$ cat config.mk
export PLATFORM = sky130hd
export DESIGN_NAME = divsqrt_iter_ctrl
export DESIGN_NICKNAME = d
export VERILOG_FILES = /design/src/rtl/divsqrt_iter_ctrl.sv
export SDC_FILE = /design/constraint.sdc
export NUM_CORES = 1
export LEC_CHECK = 0
export ABC_AREA = 1
export CORE_MARGIN = 1
export CORE_UTILIZATION = 33
export CTS_BUF_LIST = sky130_fd_sc_hd__clkbuf_8
export CTS_CLUSTER_SIZE = 20
export DETAILED_ROUTE_END_ITERATION = 8
export SYNTH_ARGS = -nofsm -noshare
export SYNTH_HDL_FRONTEND = slang
export SYNTH_SLANG_ARGS = --single-unit
$ cat constraint.sdc
create_clock -name clk -period 2.8 [get_ports clk]
set_input_delay 0.56 -clock clk [delete_from_list [all_inputs] [get_ports clk]]
set_output_delay 0.56 -clock clk [all_outputs]
set_load 0.02 [all_outputs]
$ cat src/rtl/divsqrt_iter_ctrl.sv
// divsqrt_iter_ctrl: sequencing controller for the iterative radix-2
// carry-save divide/sqrt loop. Issues the datapath load strobe, enables one
// residual iteration per cycle for a programmable count, terminates early on a
// zero carry-save residual, and holds Done until downstream accepts.
module divsqrt_iter_ctrl #(
   parameter int WIDTH     = 16,
   parameter int MAXITER   = 12,
   parameter int CW        = $clog2(MAXITER + 1),
   parameter int EARLYTERM = 1
) (
   input  logic             clk,
   input  logic             reset,
   input  logic             Start,
   input  logic             Flush,
   input  logic             Stall,
   input  logic             SpecialCase,
   input  logic [CW-1:0]    NumIter,
   input  logic [WIDTH-1:0] WS,
   input  logic [WIDTH-1:0] WC,
   output logic             Busy,
   output logic             Load,
   output logic             IterEn,
   output logic             Done,
   output logic             ResZero,
   output logic             EarlyTerm,
   output logic [CW-1:0]    IterCount
);

   localparam logic [CW-1:0] MAX_N = CW'(MAXITER);
   localparam logic [CW-1:0] ONE_N = CW'(1);

   typedef enum logic [1:0] {
      IDLE,
      BUSY,
      FINAL,
      DONE
   } state_t;

   state_t          state, state_nxt;
   logic [CW-1:0]   rem, rem_nxt;
   logic [CW-1:0]   iter_cnt, iter_cnt_nxt;
   logic            res_zero, res_zero_nxt;
   logic            early_term, early_term_nxt;
   logic            load_c;
   logic            iter_en_c;
   logic [CW-1:0]   n_eff;
   logic [WIDTH-1:0] sum_bits;
   logic [WIDTH-1:0] carry_sh;
   logic            rz;

   // WS+WC == 0 (mod 2^WIDTH) without a carry-propagate adder: the sum is zero
   // exactly when the half-sum equals the generated/propagated carries shifted up.
   assign sum_bits = WS ^ WC;
   assign carry_sh = (WS | WC) << 1;
   assign rz       = (sum_bits == carry_sh);

   // Clamp requested iteration count into 1..MAXITER.
   always_comb begin
      n_eff = NumIter;
      if (NumIter == '0) begin
         n_eff = ONE_N;
      end else if (NumIter > MAX_N) begin
         n_eff = MAX_N;
      end
   end

   // Next-state and strobe decode; Flush overrides every state and suppresses strobes.
   always_comb begin
      state_nxt      = state;
      rem_nxt        = rem;
      iter_cnt_nxt   = iter_cnt;
      res_zero_nxt   = res_zero;
      early_term_nxt = early_term;
      load_c         = 1'b0;
      iter_en_c      = 1'b0;

      if (Flush) begin
         state_nxt = IDLE;
      end else begin
         case (state)
            IDLE: begin
               if (Start) begin
                  iter_cnt_nxt   = '0;
                  res_zero_nxt   = 1'b0;
                  early_term_nxt = 1'b0;
                  if (SpecialCase) begin
                     state_nxt = DONE;
                  end else begin
                     load_c    = 1'b1;
                     rem_nxt   = n_eff;
                     state_nxt = BUSY;
                  end
               end
            end
            BUSY: begin
               if ((EARLYTERM != 0) && rz) begin
                  res_zero_nxt   = 1'b1;
                  early_term_nxt = (rem != '0);
                  state_nxt      = DONE;
               end else begin
                  iter_en_c    = 1'b1;
                  iter_cnt_nxt = iter_cnt + ONE_N;
                  rem_nxt      = rem - ONE_N;
                  if (rem == ONE_N) begin
                     state_nxt = FINAL;
                  end
               end
            end
            FINAL: begin
               res_zero_nxt = rz;
               state_nxt    = DONE;
            end
            DONE: begin
               if (!Stall) begin
                  state_nxt = IDLE;
               end
            end
         endcase
      end
   end

   // State, down-counter and registered status flags.
   always_ff @(posedge clk or posedge reset) begin
      if (reset) begin
         state      <= IDLE;
         rem        <= '0;
         iter_cnt   <= '0;
         res_zero   <= 1'b0;
         early_term <= 1'b0;
      end else begin
         state      <= state_nxt;
         rem        <= rem_nxt;
         iter_cnt   <= iter_cnt_nxt;
         res_zero   <= res_zero_nxt;
         early_term <= early_term_nxt;
      end
   end

   // Load is decoded from live inputs in IDLE, so it is masked while reset is held.
   assign Load      = load_c & ~reset;
   assign IterEn    = iter_en_c;
   assign Busy      = (state != IDLE);
   assign Done      = (state == DONE);
   assign ResZero   = res_zero;
   assign EarlyTerm = early_term;
   assign IterCount = iter_cnt;

endmodule

Word-level counts from Yosys, hierarchy flattened
Index checks and enable logic that the tools add are counted.
- add/subtract/negate cells: 2
- order comparisons: 1
- equal/unequal tests: 12
- multiplexer cells: 28
- bitwise operators: 5
- reduce and logical (&&, ||, !) cells: 11
- operators by type and width (kind ; number):
    two-way mux 4 bit ; 7
    equality test 16 bit ; 1
    case mux 4 bit (2 select lines) ; 2
    XOR 16 bit ; 1
    OR 15 bit ; 1
    two-way mux 2 bit ; 6
    AND reduction 4 bit ; 3
    two-way mux 1 bit ; 10
    inequality test 2 bit, second input constant ; 4
    case mux 2 bit (4 select lines) ; 1
    inequality test 3 bit, second input constant ; 2
    AND reduction 5 bit ; 1
    adder 4 x 1 -> 4 bit, second input constant ; 1
    equality test 2 bit, second input constant ; 2
    equality test 4 x 1 -> 1 bit, second input constant ; 1
    > comparator 4 bit, second input constant ; 1
    zero test 4 bit ; 1
    inequality test 4 bit, second input constant ; 1
    nonzero test 2 bit ; 2
    nonzero test 4 bit ; 1
    subtractor 4 x 1 -> 4 bit, second input constant ; 1
    case mux 1 bit (3 select lines) ; 1
    AND reduction 3 bit ; 1
    nonzero test 3 bit ; 1
    other kinds (5) ; 6
- register bits: 12
- bits of input ports: 42
- output and inout bits: 10
- word-level logic and storage cells: 64

Logic depth before layout (Yosys ltp)
Gate-level depths: netlist of the first run.
- depth after elaboration: 6
- gate-level depth with buffers: 14
- gate-level depth less buffers: 14

Least setup slack after synthesis of the first run
No wires, ideal clock.
- kind: input port to output port
- from: in WS[13]
- to: out IterEn
- arrival: 1.754 ns
- required time: 2.240 ns
- setup slack: 0.486 ns
- stages on the path: 8
- buffers on the path: 0
- cells stage by stage: inv_1 -> ha_1 -> or2_2 -> nand4_1 -> nor2_1 -> nand3_1 -> nand2_1 -> nor2_1
- word-level cells in the longest chain between the ends: 5
- elaborated cells between the ends (all ways): 6
- those cells by class: 1 x eq/ne; 3 x mux; 2 x bitwise
- ends and longest elaborated chain (item ; line ; source):
    from (decl) ; 18 ; input logic [WIDTH-1:0] WS,
    XOR 16 bit / OR 15 bit (equally long branches) ; 53, 54 ;
    equality test 16 bit (*) ; 55 ; assign rz = (sum_bits == carry_sh);
    two-way mux 1 bit (*) ; 96 ; if ((EARLYTERM != 0) && rz) begin
    two-way mux 1 bit (*) ; 80 ; case (state)
    two-way mux 1 bit (*) ; 77 ; if (Flush) begin
    to (decl) ; 22 ; output logic IterEn,
Mark *: on every way between the ends. The rest lies on a longest branch, timed or not.

Worst setup path after layout of the first run
- from: in WC[7]
- to: out IterEn
- word-level cells in the longest chain between the ends: 5
- elaborated cells between the ends (all ways): 6
- those cells by class: 1 x eq/ne; 3 x mux; 2 x bitwise
- ends and longest elaborated chain (item ; line ; source):
    from (decl) ; 19 ; input logic [WIDTH-1:0] WC,
    XOR 16 bit / OR 15 bit (equally long branches) ; 53, 54 ;
    equality test 16 bit (*) ; 55 ;
    two-way mux 1 bit (*) ; 96 ;
    two-way mux 1 bit (*) ; 80 ;
    two-way mux 1 bit (*) ; 77 ;
Marks and branches as above.

==> results of run 1 <==
[worst max-delay path: cells and delay by family]
family                   cells  cell delay, ps
buffers and inverters        4             700
AND/OR/NAND/NOR              8             630
adder cells (fa/ha/maj)      1             300
[flip-flops by register name, summed over array words and instances, names as in the netlist]
| register | count |
|---|---|
| IterCount | 4 |
| rem | 4 |
| state | 2 |
| EarlyTerm | 1 |
| ResZero | 1 |
[layout by cell type (no fill, tap or decap), types with 2 or more instances in the layout]
master           netlist  layout
ha_4                   0       4
or2_2                  4       4
nor2_1                23      19
buf_4                  0      19
nand2_1               73      70
nand2_2                1       4
inv_1                 66      66
nand3_4                2       2
nor2_2                 2       6
clkbuf_8               0       4
a21oi_1                6       6
dfrtp_1               12      12
nor3_1                 2       2
nand3_1               14      13
ha_1                  23      19
o21ai_0               10      10
a31oi_1                2       2
xor2_1                 2       2
nand4_1                2       2
o31ai_1                3       3
clkdlybuf4s50_1        0      49
[repair_timing]
item | 4_1_cts | 5_1_grt
buffers inserted | 0 | 0
setup endpoints to repair | 1 | 2
hold endpoints to repair | 0 | 0
resized for setup | 4 | 14
pin swaps | 0 | 6
[cells by family after synthesis]
kind of cell | synth area share (%)
AO/OA/AOI/OAI | 8.08
XOR/XNOR | 1.66
adder cells (fa/ha/maj) | 18.2
buffers and inverters | 16.0
flip-flops | 19.0
AND/OR/NAND/NOR | 37.1
[report_power, final]
group / internal (mW) / switching (mW) / leakage [nW]
logic: 0.348 / 0.403 / 1.14
clock network: 0.124 / 0.0670 / 0.0288
registers: 0.235 / 0.0667 / 0.158
total: 0.708 / 0.537 / 1.33
[worst paths after layout]
path,startpoint,endpoint,slack [ps]
worst min register to register,EarlyTerm,EarlyTerm,510
worst max-delay path,WC[7],IterEn,60
min in group asynchronous,reset,state[0],680
worst min-delay path,EarlyTerm,EarlyTerm,510
max in group asynchronous,reset,IterCount[1],1780
worst max register to register,state[0],rem[3],970
[per-layer routing]
metal	vias up	part of all wire [%]	routed length (um)	GRT usage [%]
li1	924	-	-	-
met1	718	49	1870	21.8
met2	41	46	1750	27.7
met3	4	4.8	183	1.57
met4	0	0.76	29	4.00
met5	-	0	0	0
[layout make-up]
cell class	count	share of cell area, %
clock buffers	4	2.28
inverters	66	10.3
multi-input cells	178	45.6
flip-flops and latches	12	12.4
well taps	52	2.70
repair buffers	69	26.7
[cell usage after synthesis, types with 3 or more instances]
| library cell | n |
|---|---|
| a21oi_1 | 6 |
| dfrtp_1 | 12 |
| ha_1 | 23 |
| inv_1 | 66 |
| nand2_1 | 73 |
| nand3_1 | 14 |
| nor2_1 | 23 |
| o21ai_0 | 10 |
| o31ai_1 | 3 |
| or2_2 | 4 |
[per-stage QoR]
step	utilization, %	TNS (ps)
after detailed placement	51.1	-419
after CTS	52.2	0
final	53.9	0
after floorplan	-	0
after global placement	51.1	-407
after global routing	53.9	-56.1
==> flow_summary.ini, run 1 <==
[yosys]
synth_nets = 322
syn-cell-area_um2 = 1580
avgSynthCellArea_um2 = 6.15
netlist.area_leader.share_pct = 19.0
ys_warn_count = 0
synthDistinctLibCells = 27
ys_seq_area_share_pct = 19.0
syn_inst = 257
synthFlopType = dfrtp_1
synth_edf_count = 0
synth_area_leader_cell = dfrtp_1
synth_area_leaders = dfrtp_1 19%, ha_1 18%, nand2_1 17%
ys_ff_latch = 12
synth_async_sr_flop_share_pct = 100

[layout]
fin_nets = 395
seq_area_um2 = 300
antenna_cells = 0
multi_input_area_um2 = 1100
synthToLayoutAreaGrowth_pct = 52.7
stdcell_count = 381
drive_gt1_share_pct = 14.3
design_area_um2 = 2410
fillers = 448

[global_route]
grt_overflow = 0
grt_pass1_vias = 1591
antenna_found_initial = 0
grt_max_degree = 13
grt_pass1_wl_um = 6670
grt_use_total_pct = 16.2

[routing]
first_pass_iters = 6
totalWireLength_um = 3830
drc = 5
dr_total_vias = 1687
drtIter0Drc = 41
post_drt_via_cell_ratio = 4.43
wl_per_cell_um = 10.0
ant_nets = 0

[setup_path]
critPathRequiredTime_ps = 2240
cp.arrival_ps = 2180
path_cells = clkdlybuf4s50_1 -> inv_1 -> ha_1 -> inv_1 -> nand2_1 -> nand2_1 -> nor2_1 -> nand2_1 -> nor2_2 -> nand3_2 -> nand2_2 -> nor2_1 -> buf_4
crit_fanout = 3
start_kind = primary input
r2r_cells = 7
end_kind = output port
worst_path_largest_cell_delay_ps = 450
cp_slowest_cell = clkdlybuf4s50_1
crit_top_cell = nand2_1
crit_type = primary input to output port

[clocking]
cts_hold_buf = 0
clockBufferDepth = 2
cts.sinks = 12
numCtsBuffers = 3
h-tree-depth = 1
cts-root-buf = clkbuf_8
cts_tree = built
clock_latency_ps = 240
clk_pin_slew_ps = 60

[sta]
fmax_mhz = 364
slew_violations = 0
hold_slack_ps = 507
fin_skew_ps = 1.07
setup_violations = 0
rsz0062_at_grt = yes
min_period_over_period_pct = 98.0
final-hold-violation-count = 0
tightest_slew_ps = 507
worst_slack_ps = 55.5
slew_headroom_pct = 66.2
min_period_ps = 2740

[floorplanning]
die_area_um2 = 5070
die_h_um = 71.2
start_util_pct = 35.3
die_x_um = 71.2
row_count = 24
ioPinCount = 52
core_um2 = 4470

[outcome]
status = finished with violations
violations = design-rule violations

[place]
dp_slack_ps = -419
post_dp_cell_area_um2 = 2290
port_buffers = 51
hpwl_um = 3140
dp_cells = 377
gp_congestion = 0.812

[power_and_ir_drop]
power_leakage_nw = 1.33
peakVddDrop_mv = 0.355
finalPower_mw = 1.24
p_per_area_nw_per_um2 = 516

[run]
max-cap-violations = 0

[worst_hold_path]
hold-path-cell-count = 2
min_path_type = flop to flop
Power figures use the tool's default switching activity.
==> run 2, diff against run 1 <==
--- a/config.mk
+++ b/config.mk
@@ -6,11 +6,13 @@
 export NUM_CORES = 1
 export LEC_CHECK = 0
 export ABC_AREA = 1
+export CAP_MARGIN = 20
 export CORE_MARGIN = 1
 export CORE_UTILIZATION = 33
 export CTS_BUF_LIST = sky130_fd_sc_hd__clkbuf_8
 export CTS_CLUSTER_SIZE = 20
 export DETAILED_ROUTE_END_ITERATION = 8
+export RECOVER_POWER = 50
 export SYNTH_ARGS = -nofsm -noshare
 export SYNTH_HDL_FRONTEND = slang
 export SYNTH_SLANG_ARGS = --single-unit
==> run 2 against run 1 <==
Core utilization did not move; clock skew barely moved; clock power barely moved; maximum frequency did not move; worst hold slack got worse by 4.5 ps; via count did not move; sequential share of layout area did not move; power fell by 0.51%; the run still ends with design-rule violations left; register-to-register slack barely moved; cell count did not move; critical endpoint unchanged; non-clock buffer count did not move; combinational power fell by 0.8%.
==> flow_summary.ini, run 2 (same netlist as run 1, synthesis figures left out) <==
[layout]
fin_util_pct = 53.9
mostFrequentLayoutCell = nand2_1
design_area_um2 = 2410
fillers = 448
stdcell_count = 381
drive_gt1_share_pct = 14.3
fin_nets = 395
most-common-layout-cells = 70 x nand2_1, 66 x inv_1, 44 x clkdlybuf4s50_1
antenna_cells = 0
synthToLayoutAreaGrowth_pct = 52.7

[place]
post_dp_cell_area_um2 = 2290
hpwl_um = 3140
port_buffers = 51
dp_cells = 377
gp_congestion = 0.812
dp_slack_ps = -419

[clocking]
cts.sinks = 12
h-tree-depth = 1
numCtsBuffers = 3
clockBufferDepth = 2
clk_pin_slew_ps = 60
cts-root-buf = clkbuf_8
post-cts-setup-buffers = 0
cts_hold_buf = 0
cts_tree = built
clock_latency_ps = 240

[sta]
setup_violations = 0
fmax_mhz = 364
worst_slack_ps = 55.5
tightest_slew_ps = 507
rsz0062_at_grt = yes
slew_violations = 0
min_period_ps = 2740
setup_tns_ps = 0
slew_headroom_pct = 66.2
final-hold-violation-count = 0
fin_skew_ps = 1.08
min_period_over_period_pct = 98.0
hold_slack_ps = 502

[floorplanning]
die_x_um = 71.2
row_count = 24
core_um2 = 4470
die_area_um2 = 5070
die_h_um = 71.2
start_util_pct = 35.3
ioPinCount = 52

[setup_path]
cp.arrival_ps = 2180
start_kind = primary input
crit_type = primary input to output port
critPathTopFamily = buffers and inverters
worst_path_largest_cell_delay_ps = 450
crit_fanout = 3
end_kind = output port
path_cells = clkdlybuf4s50_1 -> inv_1 -> ha_1 -> inv_1 -> nand2_1 -> nand2_1 -> nor2_1 -> nand2_1 -> nor2_2 -> nand3_2 -> nand2_2 -> nor2_1 -> buf_4
cp.depth = 13
path_buf_inv = 4
r2r_cells = 7
cp_slowest_cell = clkdlybuf4s50_1
critPathRequiredTime_ps = 2240
crit_top_cell = nand2_1

[routing]
wl_per_cell_um = 10.0
drc = 5
totalWireLength_um = 3830
ant_nets = 0
dr_total_vias = 1687
post_drt_via_cell_ratio = 4.43
first_pass_iters = 6
drtIter0Drc = 41

[global_route]
grt_overflow = 0
antenna_found_initial = 0
grt_util_met1_pct = 21.8
grt_use_met2_pct = 27.7
busiest_layer = met2
met3_usage_pct = 1.57
grt_pass1_vias = 1591
grt_max_degree = 13
grt_pass1_wl_um = 6670
grt_use_total_pct = 16.2

[run]
max-cap-violations = 0

[worst_hold_path]
min_path_type = flop to flop
hold-path-cell-count = 2

[power_and_ir_drop]
power_leakage_nw = 1.34
finalPower_mw = 1.24
p_per_area_nw_per_um2 = 513
peakVddDrop_mv = 0.354

[outcome]
status = finished with violations
violations = design-rule violations
[run 2: cell types whose count changed in the layout (fill, tap and decap cells not counted), sizes merged]
cell	change
clkdlybuf4s50	-5
dlygate4sd3	+5
[run 2: routing by layer]
metal  vias up  routed length, um  share of wire, %
met5         -                  0                 0
met4         0                 29              0.76
met3         4                183               4.8
met2        41               1740                46
met1       718               1870                49
li1        924                  -                 -
[run 2: path summary, 6_finish.rpt]
check,startpoint,to,slack [ps]
setup / recovery,WC[7],IterEn,60
hold / removal,EarlyTerm,EarlyTerm,500
setup reg to reg,state[0],rem[3],970
hold reg to reg,EarlyTerm,EarlyTerm,500
max in group asynchronous,reset,IterCount[1],1650
min in group asynchronous,reset,state[0],810
[run 2: layout make-up]
type / instances / area (um^2) / area share [%]
clock buffer: 4 / 55.1 / 2.28
inverter: 66 / 248 / 10.3
multi-input combinational: 178 / 1100 / 45.6
sequential: 12 / 300 / 12.4
tap: 52 / 65.1 / 2.70
timing repair buffer: 69 / 646 / 26.7
[run 2: power by group]
group	switching, mW	leakage [nW]	internal (mW)
sequential	0.0661	0.158	0.235
combinational	0.403	1.15	0.342
clock	0.0671	0.0288	0.124
total	0.536	1.34	0.702
[run 2: what timing repair did]
| item | 4_1_cts | 5_1_grt |
|---|---|---|
| resized for setup | 4 | 14 |
| hold endpoints to repair | 0 | 0 |
| endpoints found under the setup margin | 1 | 2 |
| pin swaps | 0 | 6 |
[run 2: worst register-to-register path: cells and delay by family (launching register included)]
kind / cells / cell delay, ps
and+or+nand+nor: 2 / 250
AOI/OAI and AO/OA: 2 / 510
buffers and inverters: 2 / 260
adders and majority gates: 1 / 270
DFF: 1 / 440
